==> src/rtl/operand_select_bcd.sv <==
`default_nettype none
// ============================================================================
// Module   : operand_select_bcd
// Purpose  : ALU operand multiplexers (Mux_a, Mux_b) and a registered
//            binary-to-BCD converter for the seven-segment display path.
// Ports    : clk      - system clock, BCD digit registers update on rising edge
//            reset    - asynchronous active-high, clears the BCD digits
//            reg_a    - register A value         (Mux_a data 0)
//            reg_b    - register B value         (Mux_a data 1, Mux_b data 0)
//            im       - instruction literal      (Mux_b data 1)
//            data_dm  - data-memory read value   (Mux_b data 2)
//            s_a      - Mux_a select
//            s_b      - Mux_b select
//            out_a    - ALU operand a (combinational)
//            out_b    - ALU operand b (combinational)
//            binary   - unsigned value to display
//            hundreds - BCD hundreds digit (0..2), registered
//            tens     - BCD tens digit     (0..9), registered
//            ones     - BCD ones digit     (0..9), registered
// Revision : 1.0 - initial release
// ============================================================================
module operand_select_bcd (
   input  logic       clk,
   input  logic       reset,
   input  logic [7:0] reg_a,
   input  logic [7:0] reg_b,
   input  logic [7:0] im,
   input  logic [7:0] data_dm,
   input  logic [1:0] s_a,
   input  logic [1:0] s_b,
   output logic [7:0] out_a,
   output logic [7:0] out_b,
   input  logic [7:0] binary,
   output logic [3:0] hundreds,
   output logic [3:0] tens,
   output logic [3:0] ones
);

   // ------------------------------------------------------------------------
   // Operand multiplexers: purely combinational, independent of clk/reset.
   // ------------------------------------------------------------------------
   always_comb begin
      out_a = 8'h00;
      case (s_a)
         2'b00:   out_a = reg_a;
         2'b01:   out_a = reg_b;
         2'b10:   out_a = 8'h00;
         2'b11:   out_a = 8'h01;
         default: out_a = 8'hxx;
      endcase
   end

   always_comb begin
      out_b = 8'h00;
      case (s_b)
         2'b00:   out_b = reg_b;
         2'b01:   out_b = im;
         2'b10:   out_b = data_dm;
         2'b11:   out_b = 8'h00;
         default: out_b = 8'hxx;
      endcase
   end

   // ------------------------------------------------------------------------
   // Double-dabble, fully unrolled. Shift register layout:
   //   [19:16] hundreds, [15:12] tens, [11:8] ones, [7:0] binary input.
   // Before each shift, any BCD digit >= 5 gets +3 so the shift carries
   // correctly into the next decimal digit. The hundreds digit of an 8-bit
   // value never exceeds 2, so it never needs the correction.
   // ------------------------------------------------------------------------
   logic [19:0] dabble;

   always_comb begin
      dabble = {12'd0, binary};
      for (int i = 0; i < 8; i++) begin
         if (dabble[11:8] >= 4'd5)
            dabble[11:8] = dabble[11:8] + 4'd3;
         if (dabble[15:12] >= 4'd5)
            dabble[15:12] = dabble[15:12] + 4'd3;
         dabble = dabble << 1;
      end
   end

   // Registered digits so the display decoders see stable values each cycle.
   always_ff @(posedge clk or posedge reset) begin
      if (reset) begin
         hundreds <= 4'd0;
         tens     <= 4'd0;
         ones     <= 4'd0;
      end else begin
         hundreds <= dabble[19:16];
         tens     <= dabble[15:12];
         ones     <= dabble[11:8];
      end
   end

endmodule
`default_nettype wire

==> config.mk <==
export PLATFORM = sky130hd
export DESIGN_NAME = operand_select_bcd
export DESIGN_NICKNAME = d
export VERILOG_FILES = /design/src/rtl/operand_select_bcd.sv
export SDC_FILE = /design/constraint.sdc
export NUM_CORES = 1
export LEC_CHECK = 0
export ABC_AREA = 1
export CAP_MARGIN = 5
export CORE_MARGIN = 4
export CORE_UTILIZATION = 39
export DETAILED_ROUTE_END_ITERATION = 10
export MAX_ROUTING_LAYER = met4
export PLACE_DENSITY = 0.8
export SLEW_MARGIN = 10
export SYNTH_ARGS = -nofsm -noshare
export SYNTH_HDL_FRONTEND = slang
export SYNTH_SLANG_ARGS = --single-unit
==> constraint.sdc <==
create_clock -name clk -period 2.1 [get_ports clk]
set_clock_uncertainty 0.2 [all_clocks]
set_input_delay 0.525 -clock clk [delete_from_list [all_inputs] [get_ports clk]]
set_output_delay 0.525 -clock clk [all_outputs]
set_load 0.01 [all_outputs]
==> qor.txt <==
Core ar. = 3130 sq um
I/O pin count = 74
Routed Wire Length = 7610 microns
RSZ-0062 raised after global routing = yes
Max clock buf depth = 2
antenna cells = 0
Sw Ratio = 46.8%
Post-synth ARST share = 100%
Final Max Slew Viols = 0
Crit Path Class = primary input to flop
die footprint = 4310 sq um
Routed wire per std cell = 19.5 microns
Commonest cells post-synth = nand2_1, inv_1, nand3_1
vias per cell = 5.71
RePlAce Congestion = 0.847
Critical-path top delay cell = or2_4
worst path required time = 2110 ps
largest net degree at the start of global routing = 11
top cells by area, synth = nand2_1, dfrtp_1, nand3_1, inv_1, ha_1
CP Data Arrival Time = 3790 ps
pre-CTS setup slack = -2330 ps
Layout area overhead = 121%
Synthesis Warnings = 0
Synth top area share = 20.6%
routed vias = 2231
Total Routing Usage GR = 27.0%
area leader, netlist = nand2_1
status = complete, but fails checks
Pleak = 1.50 nW
Final Hold Fails = 0
Highest Clock Rate = 0.265 GHz
period utilization = 180%
#FFs+latches synth = 10
Primary FF master, synth = dfrtp_1
chip width = 65.7 microns
drt first pass iters = 5
Net Switching = 904 uW
Seq pwr share = 15.4%
Starting Density = 41.4%
CTS tree = done
sequential fraction of the synthesis area = 19.3%
post-route ant nets = 0
Power Internal = 1.03 mW
clock sinks = 10
Die H = 65.7 microns
worst setup margin = -1670 ps
combinational share of power = 77.4%
Mapped Cells = 215
H-tree levels = 1
initial DRC count = 180
Setup violations, final = 12
clock power share = 7.2%
most common cell in the netlist = nand2_1
root buf cell = clkbuf_4
nature of the critical path startpoint = primary input
Final Util = 91.7%
failing checks = negative setup slack
power per cell area = 673 nW/um^2
crit path max fanout = 4
Post-DP HPWL = 3570 microns
total CTS buffers = 3
Worst setup EP type = flop
worst hold margin = 338 ps
CTS clk-pin slew, worst paths = 70 ps
Post-synth EDFFs = 0
port bufs = 71
Final Critical Period = 3770 ps
fillers = 121
Residual DRC = 0
first-pass GRT wire length = 8900 microns
Hold Path Class = primary input to asynchronous set/reset pin
Worst VDD drop = 0.000284 V
Row Count = 20
Netlist cell types = 25
layout cell share with drive strength beyond 1 = 48.7%
Mapped Area = 1300 sq um
CP Launch Point = binary[6]
Crit path largest cell delay = 260 ps
vias in the first global route = 2056
nets@finish = 404
synthesized area per cell = 6.03 sq um
MaxCap Viol Count = 0
initial antenna violation count = 0
Overflow after GRT = 0
[kinds of logic (layout without fill, tap and decap cells)]
kind of cell,Yosys count,in the layout,share of synthesized area [%]
xor gates and xnor gates,2,2,1.93
buffers and inverters,42,173,12.7
other,1,2,0.289
AOI/OAI and AO/OA,22,22,9.27
adders and majority gates,9,9,8.69
DFF,10,10,19.3
and+or+nand+nor,129,129,47.8
[worst max-delay path: cells and delay by family]
kind / cells / cell delay, ps
and+or+nand+nor: 15 / 1340
adders and majority gates: 5 / 730
AOI/OAI and AO/OA: 3 / 590
buffers and inverters: 6 / 380
xor gates and xnor gates: 1 / 220
[power groups by stage]
| stage | sequential [mW] | clock [mW] | combinational [mW] |
|---|---|---|---|
| after floorplan | 0.334 | 0 | 0.487 |
| after global placement | 0.287 | 0 | 1.00 |
| after detailed placement | 0.291 | 0 | 1.03 |
| after CTS | 0.287 | 0.118 | 1.16 |
| after global routing | 0.301 | 0.146 | 1.57 |
| final | 0.298 | 0.139 | 1.49 |
[routing by layer]
layer / GRT usage (%) / wire length, microns
met1: 25.5 / 2600
met2: 54.1 / 3780
met3: 5.47 / 799
met4: 7.25 / 430
met5: - / 0
[flip-flops by register name (all words and copies together) (netlist names)]
signal	flops
ones	4
hundreds	2
tens	4
[metrics by stage]
step                      instances  TNS, ps  instance area (sq um)  power [mW]
final                           391   -13770                   2870        1.93
after global routing            391   -15090                   2870        2.02
after CTS                       380   -12010                   2660        1.56
after detailed placement        362   -30160                   2420        1.32
after global placement          362   -28790                   2420        1.29
after floorplan                 216   -11600                   1410       0.821
[repair_timing]
action / in CTS / in global routing
setup buffers: 18 / 16
hold buffers: 0 / 0
gates cloned: 0 / 0
endpoints found under the hold margin: 0 / 0
pin swaps: 33 / 33
gates resized for setup: 116 / 50
endpoints found under the setup margin: 25 / 19
[cells in the final DEF, fill, tap and decap left out]
cell | Yosys | final
buf_6 | 0 | 6
a21boi_4 | 0 | 1
o21ai_4 | 0 | 1
nand2_1 | 71 | 51
o21ai_1 | 4 | 7
nand2_2 | 6 | 17
or2_4 | 1 | 3
ha_1 | 9 | 3
buf_2 | 0 | 18
nand3_4 | 0 | 9
nand4_1 | 2 | 2
buf_4 | 2 | 54
ha_4 | 0 | 6
dlymetal6s2s_1 | 0 | 1
conb_1 | 1 | 2
nor2_1 | 4 | 2
o22ai_1 | 1 | 1
clkbuf_4 | 0 | 3
dfrtp_1 | 10 | 10
a21oi_2 | 0 | 1
clkbuf_2 | 0 | 4
nand2_4 | 5 | 14
o21ai_0 | 11 | 2
nand3_2 | 4 | 7
inv_1 | 35 | 26
o211ai_1 | 1 | 1
xor2_1 | 1 | 1
inv_2 | 3 | 11
o21ai_2 | 1 | 6
inv_16 | 0 | 1
xor2_4 | 0 | 1
clkdlybuf4s50_1 | 0 | 47
a21oi_4 | 0 | 2
buf_12 | 0 | 2
nand3_1 | 34 | 22
nor2_4 | 0 | 1
nor2_2 | 0 | 1
[path summary, 6_finish.rpt]
path / endpoint / slack, ps
worst min-delay path: tens[0] / 340
min in group clk: ones[0] / 550
max in group asynchronous: ones[0] / 1080
worst max-delay path: tens[2] / -1670
[cell type report]
class | instances | area (sq um) | share of cell area (%)
Multi-Input combinational cell | 164 | 1280 | 44.5
Timing Repair Buffer | 132 | 1110 | 38.6
Sequential cell | 10 | 250 | 8.72
Inverter | 38 | 159 | 5.54
Tap cell | 44 | 55.1 | 1.92
Clock buffer | 3 | 22.5 | 0.785
Power figures use the tool's default switching activity.
